$ cat config.mk
export PLATFORM = sky130hd
export DESIGN_NAME = pwm_capture
export DESIGN_NICKNAME = d
export VERILOG_FILES = /design/src/rtl/pwm_pkg.sv /design/src/rtl/sync_edge.sv /design/src/rtl/pwm_capture.sv
export SDC_FILE = /design/constraint.sdc
export NUM_CORES = 1
export LEC_CHECK = 0
export CORE_MARGIN = 10
export CORE_UTILIZATION = 55
export DETAILED_ROUTE_END_ITERATION = 16
export PLACE_DENSITY = 0.81
export SYNTH_ARGS = -nofsm -noshare
export SYNTH_HDL_FRONTEND = slang
export SYNTH_SLANG_ARGS = --single-unit
$ cat constraint.sdc
create_clock -name sys_clk -period 4.86 [get_ports sys_clk]
set_input_delay 0.729 -clock sys_clk [delete_from_list [all_inputs] [get_ports sys_clk]]
set_output_delay 0.729 -clock sys_clk [all_outputs]
set_load 0.005 [all_outputs]
$ cat src/rtl/pwm_pkg.sv
// Shared constants and FSM state encoding for the PWM generator/capture pair.
package pwm_pkg;

    // Frame length of the 8-bit PWM generator, in sys_clk cycles.
    localparam int PWM_PERIOD = 256;

    // Width and ceiling of the decoded duty value.
    localparam int DUTY_W   = 8;
    localparam int DUTY_MAX = 255;

    typedef enum logic [1:0] {
        ST_ACQUIRE = 2'd0,
        ST_MEASURE = 2'd1,
        ST_STATIC  = 2'd2
    } state_t;

endpackage

$ cat src/rtl/sync_edge.sv
// Two-flop synchronizer for the asynchronous PWM input, followed by
// registered rise/fall detection. level, rise and fall are mutually
// aligned: all three describe the same synchronized sample.
module sync_edge (
    input  logic sys_clk,
    input  logic rst,
    input  logic pwm_in,
    output logic level,
    output logic rise,
    output logic fall
);

    logic       r_meta;
    logic       r_sync;
    logic       r_sync_d;
    logic [2:0] r_primed;

    // Synchronize, delay by one cycle and register the edge strobes.
    // Edges are reported only once the delayed copy holds a real sample,
    // so an input that is already high when reset releases is not taken
    // for a rising edge.
    always_ff @(posedge sys_clk) begin
        if (rst) begin
            r_meta   <= 1'b0;
            r_sync   <= 1'b0;
            r_sync_d <= 1'b0;
            r_primed <= 3'b000;
            level    <= 1'b0;
            rise     <= 1'b0;
            fall     <= 1'b0;
        end else begin
            r_meta   <= pwm_in;
            r_sync   <= r_meta;
            r_sync_d <= r_sync;
            r_primed <= {r_primed[1:0], 1'b1};
            level    <= r_sync;
            rise     <= r_primed[2] &  r_sync & ~r_sync_d;
            fall     <= r_primed[2] & ~r_sync &  r_sync_d;
        end
    end

endmodule

$ cat src/rtl/pwm_capture.sv
// PWM decoder: measures frame length and high time between rising edges,
// and reports a static level when no rising edge arrives within TIMEOUT.
module pwm_capture
    import pwm_pkg::*;
#(
    parameter int PERIOD  = PWM_PERIOD,
    parameter int TIMEOUT = 1024,
    parameter int CNT_W   = 16
) (
    input  logic              sys_clk,
    input  logic              rst,
    input  logic              pwm_in,
    output logic [DUTY_W-1:0] duty,
    output logic [CNT_W-1:0]  period,
    output logic              valid,
    output logic              locked
);

    logic             w_level;
    logic             w_rise;
    logic             w_fall;

    state_t           r_state;
    state_t           w_next;

    logic [CNT_W-1:0] r_period_cnt;
    logic [CNT_W-1:0] r_high_cnt;
    logic [CNT_W-1:0] r_idle_cnt;

    logic             w_start;
    logic             w_measure;
    logic             w_timeout;
    logic             w_static_fall;

    function automatic logic [CNT_W-1:0] sat_inc(input logic [CNT_W-1:0] c);
        return (c == '1) ? c : c + 1'b1;
    endfunction

    function automatic logic [DUTY_W-1:0] sat_duty(input logic [CNT_W-1:0] c);
        return (c > CNT_W'(DUTY_MAX)) ? DUTY_W'(DUTY_MAX) : c[DUTY_W-1:0];
    endfunction

    sync_edge u_sync_edge (
        .sys_clk (sys_clk),
        .rst     (rst),
        .pwm_in  (pwm_in),
        .level   (w_level),
        .rise    (w_rise),
        .fall    (w_fall)
    );

    // FSM state register.
    always_ff @(posedge sys_clk) begin
        if (rst) r_state <= ST_ACQUIRE;
        else     r_state <= w_next;
    end

    // Next state and event strobes; a rise always wins over a timeout.
    always_comb begin
        w_next        = r_state;
        w_start       = 1'b0;
        w_measure     = 1'b0;
        w_timeout     = 1'b0;
        w_static_fall = 1'b0;
        case (r_state)
            ST_ACQUIRE: begin
                if (w_rise) begin
                    w_next  = ST_MEASURE;
                    w_start = 1'b1;
                end else if (r_idle_cnt >= CNT_W'(TIMEOUT)) begin
                    w_next    = ST_STATIC;
                    w_timeout = 1'b1;
                end
            end
            ST_MEASURE: begin
                if (w_rise) begin
                    w_measure = 1'b1;
                    w_start   = 1'b1;
                end else if (r_period_cnt >= CNT_W'(TIMEOUT)) begin
                    w_next    = ST_STATIC;
                    w_timeout = 1'b1;
                end
            end
            ST_STATIC: begin
                if (w_rise) begin
                    w_next  = ST_MEASURE;
                    w_start = 1'b1;
                end else if (w_fall) begin
                    w_static_fall = 1'b1;
                end
            end
            default: w_next = ST_ACQUIRE;
        endcase
    end

    // Frame and high-time counters; the rising-edge cycle counts as 1.
    always_ff @(posedge sys_clk) begin
        if (rst) begin
            r_period_cnt <= '0;
            r_high_cnt   <= '0;
            r_idle_cnt   <= '0;
        end else begin
            if (w_start) begin
                r_period_cnt <= CNT_W'(1);
                r_high_cnt   <= CNT_W'(1);
            end else if (r_state == ST_MEASURE) begin
                r_period_cnt <= sat_inc(r_period_cnt);
                if (w_level) r_high_cnt <= sat_inc(r_high_cnt);
            end
            if (r_state == ST_ACQUIRE) r_idle_cnt <= sat_inc(r_idle_cnt);
        end
    end

    // Registered results and the one-cycle valid strobe.
    always_ff @(posedge sys_clk) begin
        if (rst) begin
            duty   <= '0;
            period <= '0;
            valid  <= 1'b0;
            locked <= 1'b0;
        end else begin
            valid <= w_measure | w_timeout | w_static_fall;
            if (w_measure) begin
                period <= r_period_cnt;
                duty   <= sat_duty(r_high_cnt);
                locked <= (r_period_cnt == CNT_W'(PERIOD));
            end else if (w_timeout) begin
                period <= '0;
                duty   <= w_level ? DUTY_W'(DUTY_MAX) : '0;
                locked <= 1'b0;
            end else if (w_static_fall) begin
                duty   <= '0;
            end
        end
    end

endmodule

## Word-level counts from Yosys, hierarchy flattened

Index checks and enable logic that the tools add are counted.

| storage, ports and cells | value |
|---|---|
| register bits after elaboration | 84 |
| memories kept | 0 |
| memory bits (read-only) | 0 |
| output and inout port bits | 26 |
| memory bits (writable) | 0 |
| latch bits | 0 |
| word-level logic and storage cells | 93 |
| input port bits | 3 |

| operators by class | value |
|---|---|
| multiply operators | 0 |
| shift operators | 0 |
| div/mod/pow operators | 0 |
| $add $sub $neg | 3 |
| mux-type cells | 34 |
| bitwise logic cells | 11 |
| reduce and logical (&&, ||, !) cells | 13 |
| magnitude comparators | 3 |
| eq/ne operators | 12 |

Operators with widths:

| kind | count |
|---|---|
| $add A16 B1 Y16 const B | 3 |
| $eq A16 B16 Y1 const B | 3 |
| $mux W8 | 5 |
| $ge A16 B11 Y1 const B | 2 |
| $mux W16 | 2 |
| $mux W1 | 20 |
| $eq A16 B9 Y1 const B | 1 |
| $gt A16 B8 Y1 const B | 1 |
| $mux W2 | 5 |
| $ne A2 B2 Y1 const B | 4 |
| $pmux W2 S3 | 1 |
| $reduce_and A2 Y1 | 3 |
| $reduce_and A3 Y1 | 2 |
| $reduce_bool A2 Y1 | 3 |
| $not A1 Y1 | 5 |
| $and A1 B1 Y1 | 4 |
| $reduce_and A4 Y1 | 1 |
| $ne A3 B2 Y1 const B | 1 |
| $reduce_bool A3 Y1 | 1 |
| $reduce_or A3 Y1 | 1 |
| $eq A2 B1 Y1 const B | 1 |
| $eq A2 B2 Y1 const B | 1 |
| $logic_not A2 Y1 | 1 |
| $ne A2 B1 Y1 const B | 1 |
| other kinds (3) | 4 |

## Logic depth before layout (Yosys ltp)

Gate-level depths: netlist (run 1).

| logic depth | value |
|---|---|
| depth in word-level cells | 6 |
| gate-level depth with buffers | 8 |
| depth with buffers taken out | 6 |

## Hierarchy

From an unflattened synthesis (run 1), not the netlist that was laid out.

| second synthesis, totals | value |
|---|---|
| cell total of the unflattened synthesis | 437 |
| area, all modules | 3811.2 µm² |

Modules (own cells, without submodules):

| module | area an instance (µm²) | times used | cells an instance | seq. area each (µm²) |
|---|---|---|---|---|
| pwm_capture | 3578.4 | 1 | 421 | 1521.5 |
| sync_edge | 232.7 | 1 | 16 | 160.2 |

## Worst setup path before layout (run 1)

No wires, ideal clock.

| timing | value |
|---|---|
| kind | flip-flop to flip-flop |
| start | register r_period_cnt[3] |
| end | register r_period_cnt[7] |
| setup time | 0.115 ns |
| setup slack | 3.008 ns |
| arrival time | 1.738 ns |
| cell stages (with the launch flop) | 9 |
| cell sequence | dfxtp_1 -> clkbuf_1 -> nand3_1 -> or4_1 -> buf_2 -> o21ai_2 -> buf_6 -> nor3_1 -> o21a_1 |

| on the way | value |
|---|---|
| word-level cells in the longest chain between the ends | 3 |

RTL lines:

| element | RTL line | RTL |
|---|---|---|
| from (decl) | pwm_capture.sv:26 | `logic [CNT_W-1:0] r_period_cnt;` |
| from (signal assigned) | pwm_capture.sv:107 | `r_period_cnt <= sat_inc(r_period_cnt);` |
| parallel branches: the longest is 3 deep, another holds $add A16 B1 Y16 | - |  |

Parallel ways; which one is timed is not known.
A chain may end at the register's enable or synchronous reset.

## Worst setup path in the final report (run 1)

| timing | value |
|---|---|
| start | input rst |
| end | register r_period_cnt[6] |

| on the way | value |
|---|---|
| word-level cells in the longest chain between the ends | 1 |

RTL lines:

| element | RTL line | RTL |
|---|---|---|
| from (decl) | pwm_capture.sv:11 | `input logic rst,` |
| $reduce_or A2 Y1 (no line) | - |  |

Every way passes these cells.

==> results of run 1 <==
synthesized netlist by cell type, types with 3 or more instances:
| cell | instances | area share |
|---|---|---|
| dfxtp_1 | 84 | 0.44 |
| nor2_1 | 63 | 0.062 |
| nand2_1 | 32 | 0.031 |
| nor3_1 | 28 | 0.037 |
| xor2_1 | 22 | 0.050 |
| clkbuf_1 | 19 | 0.019 |
| nand3_1 | 18 | 0.024 |
| nand4_1 | 17 | 0.028 |
| a22oi_1 | 15 | 0.029 |
| nor2b_1 | 14 | 0.023 |
| o21a_1 | 11 | 0.022 |
| xnor2_1 | 11 | 0.025 |
| nor4_1 | 10 | 0.016 |
| a21oi_1 | 8 | 0.010 |
| and3_1 | 7 | 0.011 |
| and4_1 | 7 | 0.016 |
| buf_2 | 7 | 0.0092 |
| inv_1 | 7 | 0.0069 |
| o21ai_1 | 7 | 0.0092 |
| or4_1 | 6 | 0.012 |
| ha_1 | 5 | 0.016 |
| o211ai_1 | 5 | 0.0098 |
| and2_1 | 4 | 0.0066 |
| a311oi_1 | 3 | 0.0069 |
cells by family after synthesis:
| logic type | count (synthesis) |
|---|---|
| mux | 2 |
| compound gates | 65 |
| buf+inv | 35 |
| simple gates | 221 |
| flops | 84 |
| xor+xnor | 33 |
| fa+ha+maj | 5 |
how the worst max path moves through the flow:
stage                               start         endpoint  slack (ns)  depth (start not counted)
after floorplan           r_period_cnt[3]  r_period_cnt[7]        3.01                          8
after global placement                rst  r_period_cnt[6]        2.03                          5
after detailed placement              rst  r_period_cnt[6]        1.94                          5
after CTS                             rst  r_period_cnt[6]        2.31                          5
after global routing                  rst  r_period_cnt[6]        2.08                          5
final                                 rst  r_period_cnt[6]        2.30                          5
metrics by stage:
stage	power (uW)	hold WS, ns	setup slack [ns]	instance area (sq um)
final	1320	0.442	2.30	4320
after global routing	1370	0.458	2.08	4320
after CTS	1340	0.438	2.31	4320
after detailed placement	744	0.427	1.94	4080
after global placement	741	0.417	2.03	4080
after floorplan	735	0.406	3.01	3820
sequential cells by signal (all words and copies together), names as in the netlist:
name	cells
valid	1
u_sync_edge.fall	1
r_idle_cnt	16
u_sync_edge.r_sync	1
period	16
u_sync_edge.rise	1
r_period_cnt	16
locked	1
u_sync_edge.level	1
r_high_cnt	16
duty	8
u_sync_edge.r_primed	3
r_state	2
u_sync_edge.r_meta	1
layer usage:
layer  wire length [um]  track usage  share of wire
met5                  0            0              0
met3                468       0.0392          0.055
met4                146       0.0770          0.017
met1               3900        0.200           0.46
met2               4000        0.282           0.47
report_power, final:
group,switching [uW],internal [uW],total (uW),leakage (uW)
Sequential,5.35,693,699,0.000678
Combinational,19.5,9.11,28.6,0.000679
Clock,254,342,597,0.000120
Total,279,1040,1320,0.00148
final cells by class:
class / instances / area [sq um]
fillers: 605 / 2430
multi-input cells: 326 / 1990
flip-flops and latches: 84 / 1680
repair buffers: 29 / 283
clock buffers: 10 / 128
clock inverters: 6 / 113
well taps: 80 / 100
inverters: 8 / 30.0
worst max-delay path: stages:
cell	delay, ns
buf_2	0.73
inv_1	0.24
nand2_1	0.78
nor4_1	0.13
o21bai_1	0.19
==> out/metrics.cfg, run 1 <==
[outcome]
status = finished clean

[detailed_routing]
wl_per_cell_um = 15.7
detail_route.vias_per_cell = 5.91
drt_iter0_markers = 183
route.vias.total = 3211
drcViolationCount = 0
first_pass_iters = 5
antenna_left = 0
wl_mm = 8.51

[worst_setup_path]
start_kind = input port
worstReg2RegStart = r_state[0]
worstPathRequired_ns = 5.12
critPathKind = in -> reg
rrSetupSlack_ns = 2.44
setup.worst_path.end_class = register
path_max_fanout = 53
worstReg2RegEnd = r_period_cnt[9]
worstRegToRegCells = 5
crit_arrival_ns = 2.81

[timing]
fin_crit_ns = 2.56
grt_setup_unrepaired = false
fmax_ghz = 0.391
hold_viol = 0
period_share = 0.527
worst_pin_slew_ns = 0.978
slew_violations = 0
setup_viol = 0
clock_skew_ns = 0.0125
slew_headroom = 0.348
tns_ns = 0

[worst_hold_path]
holdCritStartpoint = u_sync_edge.r_sync
whs_endpoint = u_sync_edge.fall
hold_class = reg -> reg
hold-path-cell-count = 1

[finish]
finalNonFillerCells = 543
final_util = 0.640
num_antenna_cells = 0
layout_commonest_cell = dfxtp_1
final_nets = 466
area_growth_pct = 13.2
drive_gt1_frac = 0.0562
layout_common_cells = 84 x dfxtp_1, 63 x nor2_1, 32 x nand2_1, 28 x nor3_1, 27 x clkdlybuf4s50_1

[floorplanning]
start_util = 0.565
core.rowCount = 30
io_pins = 29
dieArea_sq_mm = 0.0107
die_w_um = 103
die_y_um = 103
fp.coreArea_sq_mm = 0.00676

[global_route]
antenna_found_initial = 0
grt_remaining_overflow = 0
grt_max_degree = 54
grt_usage = 0.168
grt_first_pass_wirelength_mm = 14.6
grt_pass1_vias = 3110

[clocking]
cts.sinks = 84
cts_setup_buffers = 0
cts_tree = done
post_cts_resized = 0
clock_tree.buffer_depth = 2
clkLatencyLatePin_ns = 0.36
clock-root-buffer = clkbuf_8
htreeDepth = 3
hold_buffers = 0
numCtsBuffers = 9
path_clk_slew_ns = 0.09

[yosys]
netlist_area_sq_mm = 0.00382
synthAdderAreaFrac = 0.0164
syn_inst = 445
synth_nets = 453
yosys.area_share.simple = 0.300
synth_flop_cell = dfxtp_1
syn_area_per_cell_sq_um = 8.58
synth-compound-area-share = 0.124
ys_warn_count = 0
ys_seq_elements = 84
async_reset_ff_frac = 0
muxShareOfSynthArea = 0.00524
synth_edf_count = 0
synth-xor-area-share = 0.0757
synth_cell_types = 52
synth_top_family_by_area = simple AND/OR/NAND/NOR gates
yosysSeqAreaShare = 0.441

[place]
portBuffers = 28
globalplace.congestion = 0.889
hpwl_mm = 5.72
dp.cells = 527

[pwr]
cellPowerDensity_mw_per_mm2 = 306
power_leakage_uw = 0.00148
peakVddDrop_mv = 0.161

[run]
cap_violations = 0

(Power assumes the default switching activity.)
==> run 2, diff against run 1 <==
--- a/config.mk
+++ b/config.mk
@@ -6,9 +6,9 @@
 export NUM_CORES = 1
 export LEC_CHECK = 0
 export CORE_MARGIN = 10
-export CORE_UTILIZATION = 55
+export CORE_UTILIZATION = 52
 export DETAILED_ROUTE_END_ITERATION = 16
-export PLACE_DENSITY = 0.81
+export PLACE_DENSITY = 0.8
 export SYNTH_ARGS = -nofsm -noshare
 export SYNTH_HDL_FRONTEND = slang
 export SYNTH_SLANG_ARGS = --single-unit
==> constraint.sdc (replaced) <==
create_clock -name sys_clk -period 2.1 [get_ports sys_clk]
set_input_delay 0.315 -clock sys_clk [delete_from_list [all_inputs] [get_ports sys_clk]]
set_output_delay 0.315 -clock sys_clk [all_outputs]
set_load 0.005 [all_outputs]
==> run 2 against run 1 <==
- cell area increased by 3.8%
- first-iteration DRC count increased by 2.7%
- count of clock-buffer cells in the layout increased by 1
- power increased by 120%
- die area increased by 4.6%
- largest cell class unchanged
==> out/metrics.cfg, run 2 (synthesis results as in run 1) <==
[worst_setup_path]
slowest_delay_ns = 0.60
crit_arrival_ns = 2.22
cp_num_buf_inv = 1
path_max_fanout = 5
critPathKind = reg -> reg
critPathTopFamily = simple AND/OR/NAND/NOR gates
start_kind = register
critical-path-slowest-cell = or4_4
worstPathRequired_ns = 2.33
path_cells = nand4_2 > or4_4 > buf_4 > o211ai_1 > xor2_1 > nor2_1
setup.worst_path.end_class = register

[clocking]
cts_setup_buffers = 0
path_clk_slew_ns = 0.08
clkLatencyLatePin_ns = 0.35
numCtsBuffers = 9
clock-root-buffer = clkbuf_8
hold_buffers = 0
cts.sinks = 84
post_cts_resized = 0
htreeDepth = 3
clock_tree.buffer_depth = 2
cts_tree = done

[global_route]
grt_first_pass_wirelength_mm = 15.1
antenna_found_initial = 0
grt_remaining_overflow = 0
grt_usage = 0.158
grt_max_degree = 36
grt_pass1_vias = 3283

[floorplanning]
io_pins = 29
die_w_um = 106
die_y_um = 106
core.rowCount = 31
dieArea_sq_mm = 0.0112
fp.coreArea_sq_mm = 0.00721
start_util = 0.529

[pwr]
p_sw_uw = 648
cellPowerDensity_mw_per_mm2 = 638
p_comb_frac = 0.024
p_sw_frac = 0.227
peakVddDrop_mv = 0.332
p_seq_frac = 0.565
power_leakage_uw = 0.00156
p_int_uw = 2210
clkPwrFrac = 0.410

[timing]
slew_violations = 0
fin_crit_ns = 1.98
clock_skew_ns = 0.0110
setup_viol = 0
tns_ns = 0
fmax_ghz = 0.504
slew_headroom = 0.586
grt_setup_unrepaired = false
period_share = 0.945
worst_pin_slew_ns = 0.616
setup_ws_ns = 0.116
hold_viol = 0

[detailed_routing]
wl_per_cell_um = 15.4
detail_route.vias_per_cell = 5.80
antenna_left = 0
route.vias.total = 3377
drt_iter0_markers = 188
first_pass_iters = 6
drcViolationCount = 0
wl_mm = 8.97

[finish]
final_nets = 486
multiInputGateArea_sq_mm = 0.00200
layout_common_cells = 83 x dfxtp_1, 63 x nor2_1, 32 x nand2_1, 28 x nor3_1, 27 x clkdlybuf4s50_1
area_growth_pct = 17.6
fillCellCount = 631
drive_gt1_frac = 0.101
layout_commonest_cell = dfxtp_1
ff_latch_area_sq_mm = 0.00168
num_antenna_cells = 0

[place]
globalplace.congestion = 0.880
dp_slack_ns = 0.0597
portBuffers = 28
hpwl_mm = 6.00

[run]
cap_violations = 0

[worst_hold_path]
hold_class = in -> reg

[outcome]
status = finished clean

-- run 2: cell types whose count changed in the layout (fill, tap and decap cells not counted), sizes merged --
cell,change
buf,+20
clkinvlp,+3
bufinv,-2
clkinv,-2
clkbuf,+1
-- run 2: final timing paths --
check,start,endpoint,slack [ns],depth (start not counted)
max,r_period_cnt[12],r_period_cnt[2],0.12,6
min,rst,period[1],0.34,2
max reg2reg,r_period_cnt[12],r_period_cnt[2],0.12,6
min reg2reg,u_sync_edge.r_primed[1],u_sync_edge.r_primed[2],0.45,1
-- run 2: worst reg2reg max path: cells and delay by family, from the launching register on --
family | cells | cell delay, ns
and+or+nand+nor | 3 | 0.81
buffers and inverters | 1 | 0.18
AOI/OAI and AO/OA | 1 | 0.23
DFF | 1 | 0.45
xor gates and xnor gates | 1 | 0.21
-- run 2: power by group through the flow --
stage	sequential, uW	clock, uW	combinational [uW]
after floorplan	1650	0	50.9
after global placement	1650	0	68.0
after detailed placement	1650	0	70.2
after CTS	1620	1190	70.6
after global routing	1620	1250	77.6
final	1620	1170	70.0
-- run 2: cell type report --
cell class                 instances  share of cell area
clock buffer                      11              0.0315
clock inverter                     5              0.0137
inverter                           8             0.00669
multi-input combinational        326               0.446
sequential                        84               0.375
tap                               99              0.0276
timing repair buffer              49              0.0992
-- run 2: metal layers --
layer | GRT usage | share of wire
met1 | 0.182 | 0.43
met2 | 0.271 | 0.48
met3 | 0.0408 | 0.067
met4 | 0.0658 | 0.016
met5 | 0 | 0
-- run 2: stage by stage --
stage / hold slack (ns) / util / total power (uW) / instances / instance area [sq um]
after floorplan: 0.406 / - / 1700 / 445 / 3820
after global placement: 0.426 / 0.592 / 1720 / 566 / 4270
after detailed placement: 0.428 / 0.592 / 1730 / 566 / 4270
after CTS: 0.336 / 0.620 / 2870 / 582 / 4470
after global routing: 0.350 / 0.622 / 2950 / 582 / 4490
final: 0.341 / 0.622 / 2860 / 582 / 4490
==> run 3, diff against run 2 <==
--- a/config.mk
+++ b/config.mk
@@ -8,6 +8,7 @@
 export CORE_MARGIN = 10
 export CORE_UTILIZATION = 52
 export DETAILED_ROUTE_END_ITERATION = 16
+export HOLD_SLACK_MARGIN = 0.02
 export PLACE_DENSITY = 0.8
 export SYNTH_ARGS = -nofsm -noshare
 export SYNTH_HDL_FRONTEND = slang
==> results of run 3 <==
No change in the layout: final DEF, timing and power equal those of run 2.
==> patch 1 (config.mk and constraints of run 2) <==
Add an input register stage for `pwm_in`, without a reset; this delays it by one clock.
--- a/src/rtl/pwm_capture.sv
+++ b/src/rtl/pwm_capture.sv
@@ -15,6 +15,12 @@
     output logic              valid,
     output logic              locked
 );
+
+    logic pwm_q;
+
+    always_ff @(posedge sys_clk) begin
+        pwm_q <= pwm_in;
+    end
 
     logic             w_level;
     logic             w_rise;
@@ -43,7 +49,7 @@
     sync_edge u_sync_edge (
         .sys_clk (sys_clk),
         .rst     (rst),
-        .pwm_in  (pwm_in),
+        .pwm_in  (pwm_q),
         .level   (w_level),
         .rise    (w_rise),
         .fall    (w_fall)
Formal check against the unedited RTL: not equivalent (a bounded check fails within 10 cycles, from zero or initial values and one cycle with rst high).
==> patch 1 against run 2 <==
Sequential share of layout area shrank 1.9 points; area after synthesis is 6.2% higher; cell area up 6.6%; critical path depth shrank 2; count of clock-buffer cells in the layout down 1; power decreased by 2.9%; sequential cell count grew 1; cell count rose by 7.6%; setup slack improved by 0.033 ns; clock power shrank 9%; wire length is 11% higher; clock skew increased by 0.0025 ns; hold slack better by 0.0028 ns; highest routed layer unchanged.
==> patch 1: results (changes against run 2) <==
depth of the worst register-to-register path 4 (-2); Post-Synthesis Net Count 482 (+6.4%); vias per std cell 6.177 (+6.5%); CTS clk-pin slew, worst paths 0.09 ns; peak per-stage delay on the critical path 0.57 ns (-0.03 ns); leading post-synthesis cells by instance count dfxtp_1, a21oi_1, nand2_1, or4_1; largest net degree at the start of global routing 44 (+22%); cell type of the slowest stage on the worst timing path or4_4; Row Count 32 (+3.2%); maximum vdd drop 0.4275 mV (+29%); drt initial violations 203 (+8.0%); critical path launch point r_period_cnt[11]$_SDFFE_PP0P_; final estimated routing congestion in global placement 0.8929 (+1.4%); Placement Setup Slack 0.03670 ns (-0.02305 ns); proportion of register bits with asynchronous set or reset after synthesis 0% (unchanged); fin crit share 92.89% (-1.6 points); antenna violations before repair 0 (unchanged); synthesis warning total 0 (unchanged); HPWL reported at the end of detailed placement 7034 microns (+17%); Relative slew margins 61.51% (+2.9 points); final number of hold-violating endpoints 0 (unchanged); run status finished clean; via count of the first global-routing pass 3602 (+9.7%); part of the Yosys area used for sequential elements 41.96% (-2.1 points); post-detailed-routing wire length 9963 microns (+11%); count of input and output buffers 28 (unchanged); CP delay by family, top simple AND/OR/NAND/NOR gates; Critical Path End duty[6]$_SDFFE_PP0P_; final sum of negative setup slack 0 ns (unchanged); fraction of layout instances using a drive strength above 1 13.36% (+3.2 points); Final Skew 0.01350 ns (+0.002511 ns); number of distinct library cells after synthesis 51 (-1.9%); first drt pass iteration count 5 (-1); post-route ant nets 0 (unchanged); Reg2Reg Setup Slack 0.15 ns (+0.03 ns); critical path fanouts, max 9 (+4); clock latency at the later pin of the worst-skew pair 0.36 ns; worst min-delay path category input port to flip-flop; Clk Tree Root Cell clkbuf_8; first-pass GRT wire length 16870 microns (+12%); TritonCTS buffer count 9 (unchanged); Static Leakage 0.001551 uW (-0.50%); worst-case clock buffer depth 2 (unchanged); depth of the CTS H-tree 3 (unchanged); main area contributors after synthesis dfxtp_1, a21oi_1, or4_1; Total Nets Final 527 (+8.4%); crit path DAT 2.19 ns (-0.03 ns); overall routing resource usage 17.24% (+1.4 points); number of antenna cells inserted 0 (unchanged)
==> patch 1: cell count changes in the layout (fill, tap and decap cells not counted), moves of 11 or more <==
| cell | before | now |
|---|---|---|
| buf_4 | 20 | 35 |
| or4_1 | 4 | 22 |
| o31ai_1 | 1 | 24 |
| nand2_1 | 32 | 45 |
| o21ai_0 | 2 | 24 |
| xor2_1 | 22 | 0 |
| nor3_1 | 28 | 10 |
| o22ai_1 | 0 | 11 |
| a21oi_1 | 8 | 49 |
| nor2_1 | 63 | 15 |
| xnor2_1 | 11 | 0 |
==> patch 1: worst register-to-register path, cell delays in order, from the launching register on <==
cell,delay [ns]
dfxtp_1,0.37
or4_4,0.57
or4_4,0.52
a22oi_1,0.26
o22ai_1,0.11
==> patch 1: per-layer routing <==
metal	up-vias	track usage [%]	wire length, microns
met5	-	0	0
met4	0	8.098	213
met3	23	3.867	527
met2	99	28.41	4720
met1	1837	20.92	4501
li1	1908	-	-
==> patch 1: cell type report <==
class                   instances  area (sq um)
clock buffers                  10         127.6
well taps                     102         127.6
clock inverters                 6         46.29
repair buffers                 63         538.0
multi-input cells             345          2187
fillers                       646          2863
flip-flops and latches         85          1702
inverters                      15         56.30
==> patch 1: what timing repair did <==
action | CTS | global route
endpoints found under the setup margin | 0 | 13
gates resized for setup | 0 | 4
setup buffers | 0 | 2
==> patch 1: kinds of logic after synthesis <==
logic type | Yosys count | share of synthesized area (%)
compound gates | 139 | 21.57
flops | 85 | 41.96
fa+ha+maj | 5 | 1.543
simple gates | 196 | 28.97
mux | 5 | 1.265
buf+inv | 44 | 4.690
==> patch 1: worst min-delay path by stage <==
stage	end	cells after the start	slack [ns]	start
4_1_cts	period[1]$_SDFFE_PP0P_	3	0.34	rst
3_3_place_gp	u_sync_edge.r_primed[1]$_SDFF_PP0_	1	0.42	u_sync_edge.r_primed[0]$_DFF_P_
3_5_place_dp	u_sync_edge.r_meta$_SDFF_PP0_	1	0.42	pwm_q$_DFF_P_
5_1_grt	r_state[0]$_SDFFE_PP0P_	3	0.36	rst
2_1_floorplan	pwm_q$_DFF_P_	0	0.34	pwm_in
6_report	r_state[0]$_SDFFE_PP0P_	3	0.34	rst
==> patch 1: per-stage QoR <==
stage | cell area (sq um) | instances
2_1_floorplan | 4055 | 474
3_3_place_gp | 4572 | 608
5_1_grt | 4785 | 626
4_1_cts | 4746 | 624
3_5_place_dp | 4572 | 608
6_report | 4785 | 626
==> patch 1: power by group <==
part,switching [uW],internal (uW)
clock network,631,439
logic,50.4,26.4
registers,9.29,1620
==> patch 2 (flow settings as in run 2) <==
Made on the original files. `DUTY_W`: 8 -> 12.
--- a/src/rtl/pwm_pkg.sv
+++ b/src/rtl/pwm_pkg.sv
@@ -5,7 +5,7 @@
     localparam int PWM_PERIOD = 256;
 
     // Width and ceiling of the decoded duty value.
-    localparam int DUTY_W   = 8;
+    localparam int DUTY_W   = 12;
     localparam int DUTY_MAX = 255;
 
     typedef enum logic [1:0] {
Interface: changed (resized duty); port bits go from 29 to 33. The function was not compared with the original's and may differ.
==> patch 2 against run 2 <==
Area after synthesis rose by 12%; critical path depth fell by 2; setup slack improved by 0.062 ns; die area rose by 9.6%; cell area rose by 9.9%; hold slack got worse by 0.11 ns; core utilization rose by 0.64 points; wire length rose by 19%; sequential cell count rose by 4; count of clock-buffer cells in the layout fell by 2; cell count rose by 7.9%; power rose by 4.1%; critical path type unchanged; via count rose by 22%.
==> patch 2: results (changes against run 2) <==
run status finished clean; first drt pass iteration count 5 (-1); fraction of layout instances using a drive strength above 1 9.316% (-0.83 points); main area contributors after synthesis dfxtp_1, a21oi_1, nand3_1; Final Skew 0.01007 ns (-0.0009252 ns); crit path DAT 2.19 ns (-0.03 ns); maximum vdd drop 0.2832 mV (-15%); overall routing resource usage 17.15% (+1.4 points); HPWL reported at the end of detailed placement 7413 microns (+23%); fill count 693 (+9.8%); Relative slew margins 54.35% (-4.3 points); reg-to-reg critical path startpoint r_state[1]$_SDFFE_PP0P_; Critical Path End duty[2]$_SDFFE_PP0P_; Total Nets Final 529 (+8.8%); number of distinct library cells after synthesis 58 (+12%); final estimated routing congestion in global placement 0.8857 (+0.62%); part of the Yosys area used for sequential elements 41.25% (-2.8 points); number of vias in the routed layout 4107 (+22%); depth of the worst register-to-register path 4 (-2); via count of the first global-routing pass 3786 (+15%); TritonCTS buffer count 9 (unchanged); count of input and output buffers 32 (+14%); CTS clk-pin slew, worst paths 0.10 ns (+0.02 ns); cell type of the slowest stage on the worst timing path a31oi_1; largest net degree at the start of global routing 50 (+39%); CP delay by family, top compound AO/OA/AOI/OAI gates; critical path fanouts, max 15 (+10); Reg2Reg Setup Slack 0.18 ns (+0.06 ns); clock latency at the later pin of the worst-skew pair 0.37 ns (+0.02 ns)
[patch 2: changes by cell type after synthesis, moves of 9 or more]
cell,change
nor2_1,-48
a21oi_1,+42
nor3_1,-22
xor2_1,-22
nand3_1,+19
o31ai_1,+17
or4_1,+14
o21a_1,-11
xnor2_1,-11
o32ai_1,+9
[patch 2: stage by stage]
stage	hold WS (ns)	cells	cell area (sq um)	total power (uW)	setup WS [ns]
3_5_place_dp	0.4228	612	4730	1802	0.1961
5_1_grt	0.2407	628	4932	3069	0.03304
6_report	0.2269	628	4932	2980	0.1786
3_3_place_gp	0.4085	612	4730	1797	0.2746
2_1_floorplan	0.3912	488	4270	1777	0.4455
4_1_cts	0.2188	628	4931	2998	0.1680
[patch 2: area by class of cell]
type,count,area share [%]
Inverter,15,1.142
Tap cell,102,2.588
Multi-Input combinational cell,355,47.01
Clock inverter,7,1.573
Clock buffer,9,2.511
Sequential cell,88,35.74
Timing Repair Buffer,52,9.437
[patch 2: repair_timing]
item                       in CTS  in global routing
setup endpoints to repair       0                  2
resized for setup               0                  1
hold buffers                    0                  0
[patch 2: cell families after synthesis]
logic type | Yosys count | synth area share (%)
compound gates | 146 | 23.15
buf+inv | 45 | 4.453
fa+ha+maj | 5 | 1.465
flops | 88 | 41.25
mux | 7 | 1.758
simple gates | 197 | 27.92
[patch 2: per-layer routing]
layer	vias to the layer above	track usage [%]	wire length, microns
met5	-	0	0
met4	0	7.772	234
met3	20	4.106	654
met2	120	25.98	4797
met1	1986	22.45	4979
li1	1981	-	-
[patch 2: power breakdown]
part	total (uW)	internal [uW]	leakage, uW	switching [uW]
Clock	1220	560	0.000100	657
Sequential	1690	1680	0.000711	9.20
Combinational	74.8	23.7	0.000750	51.1
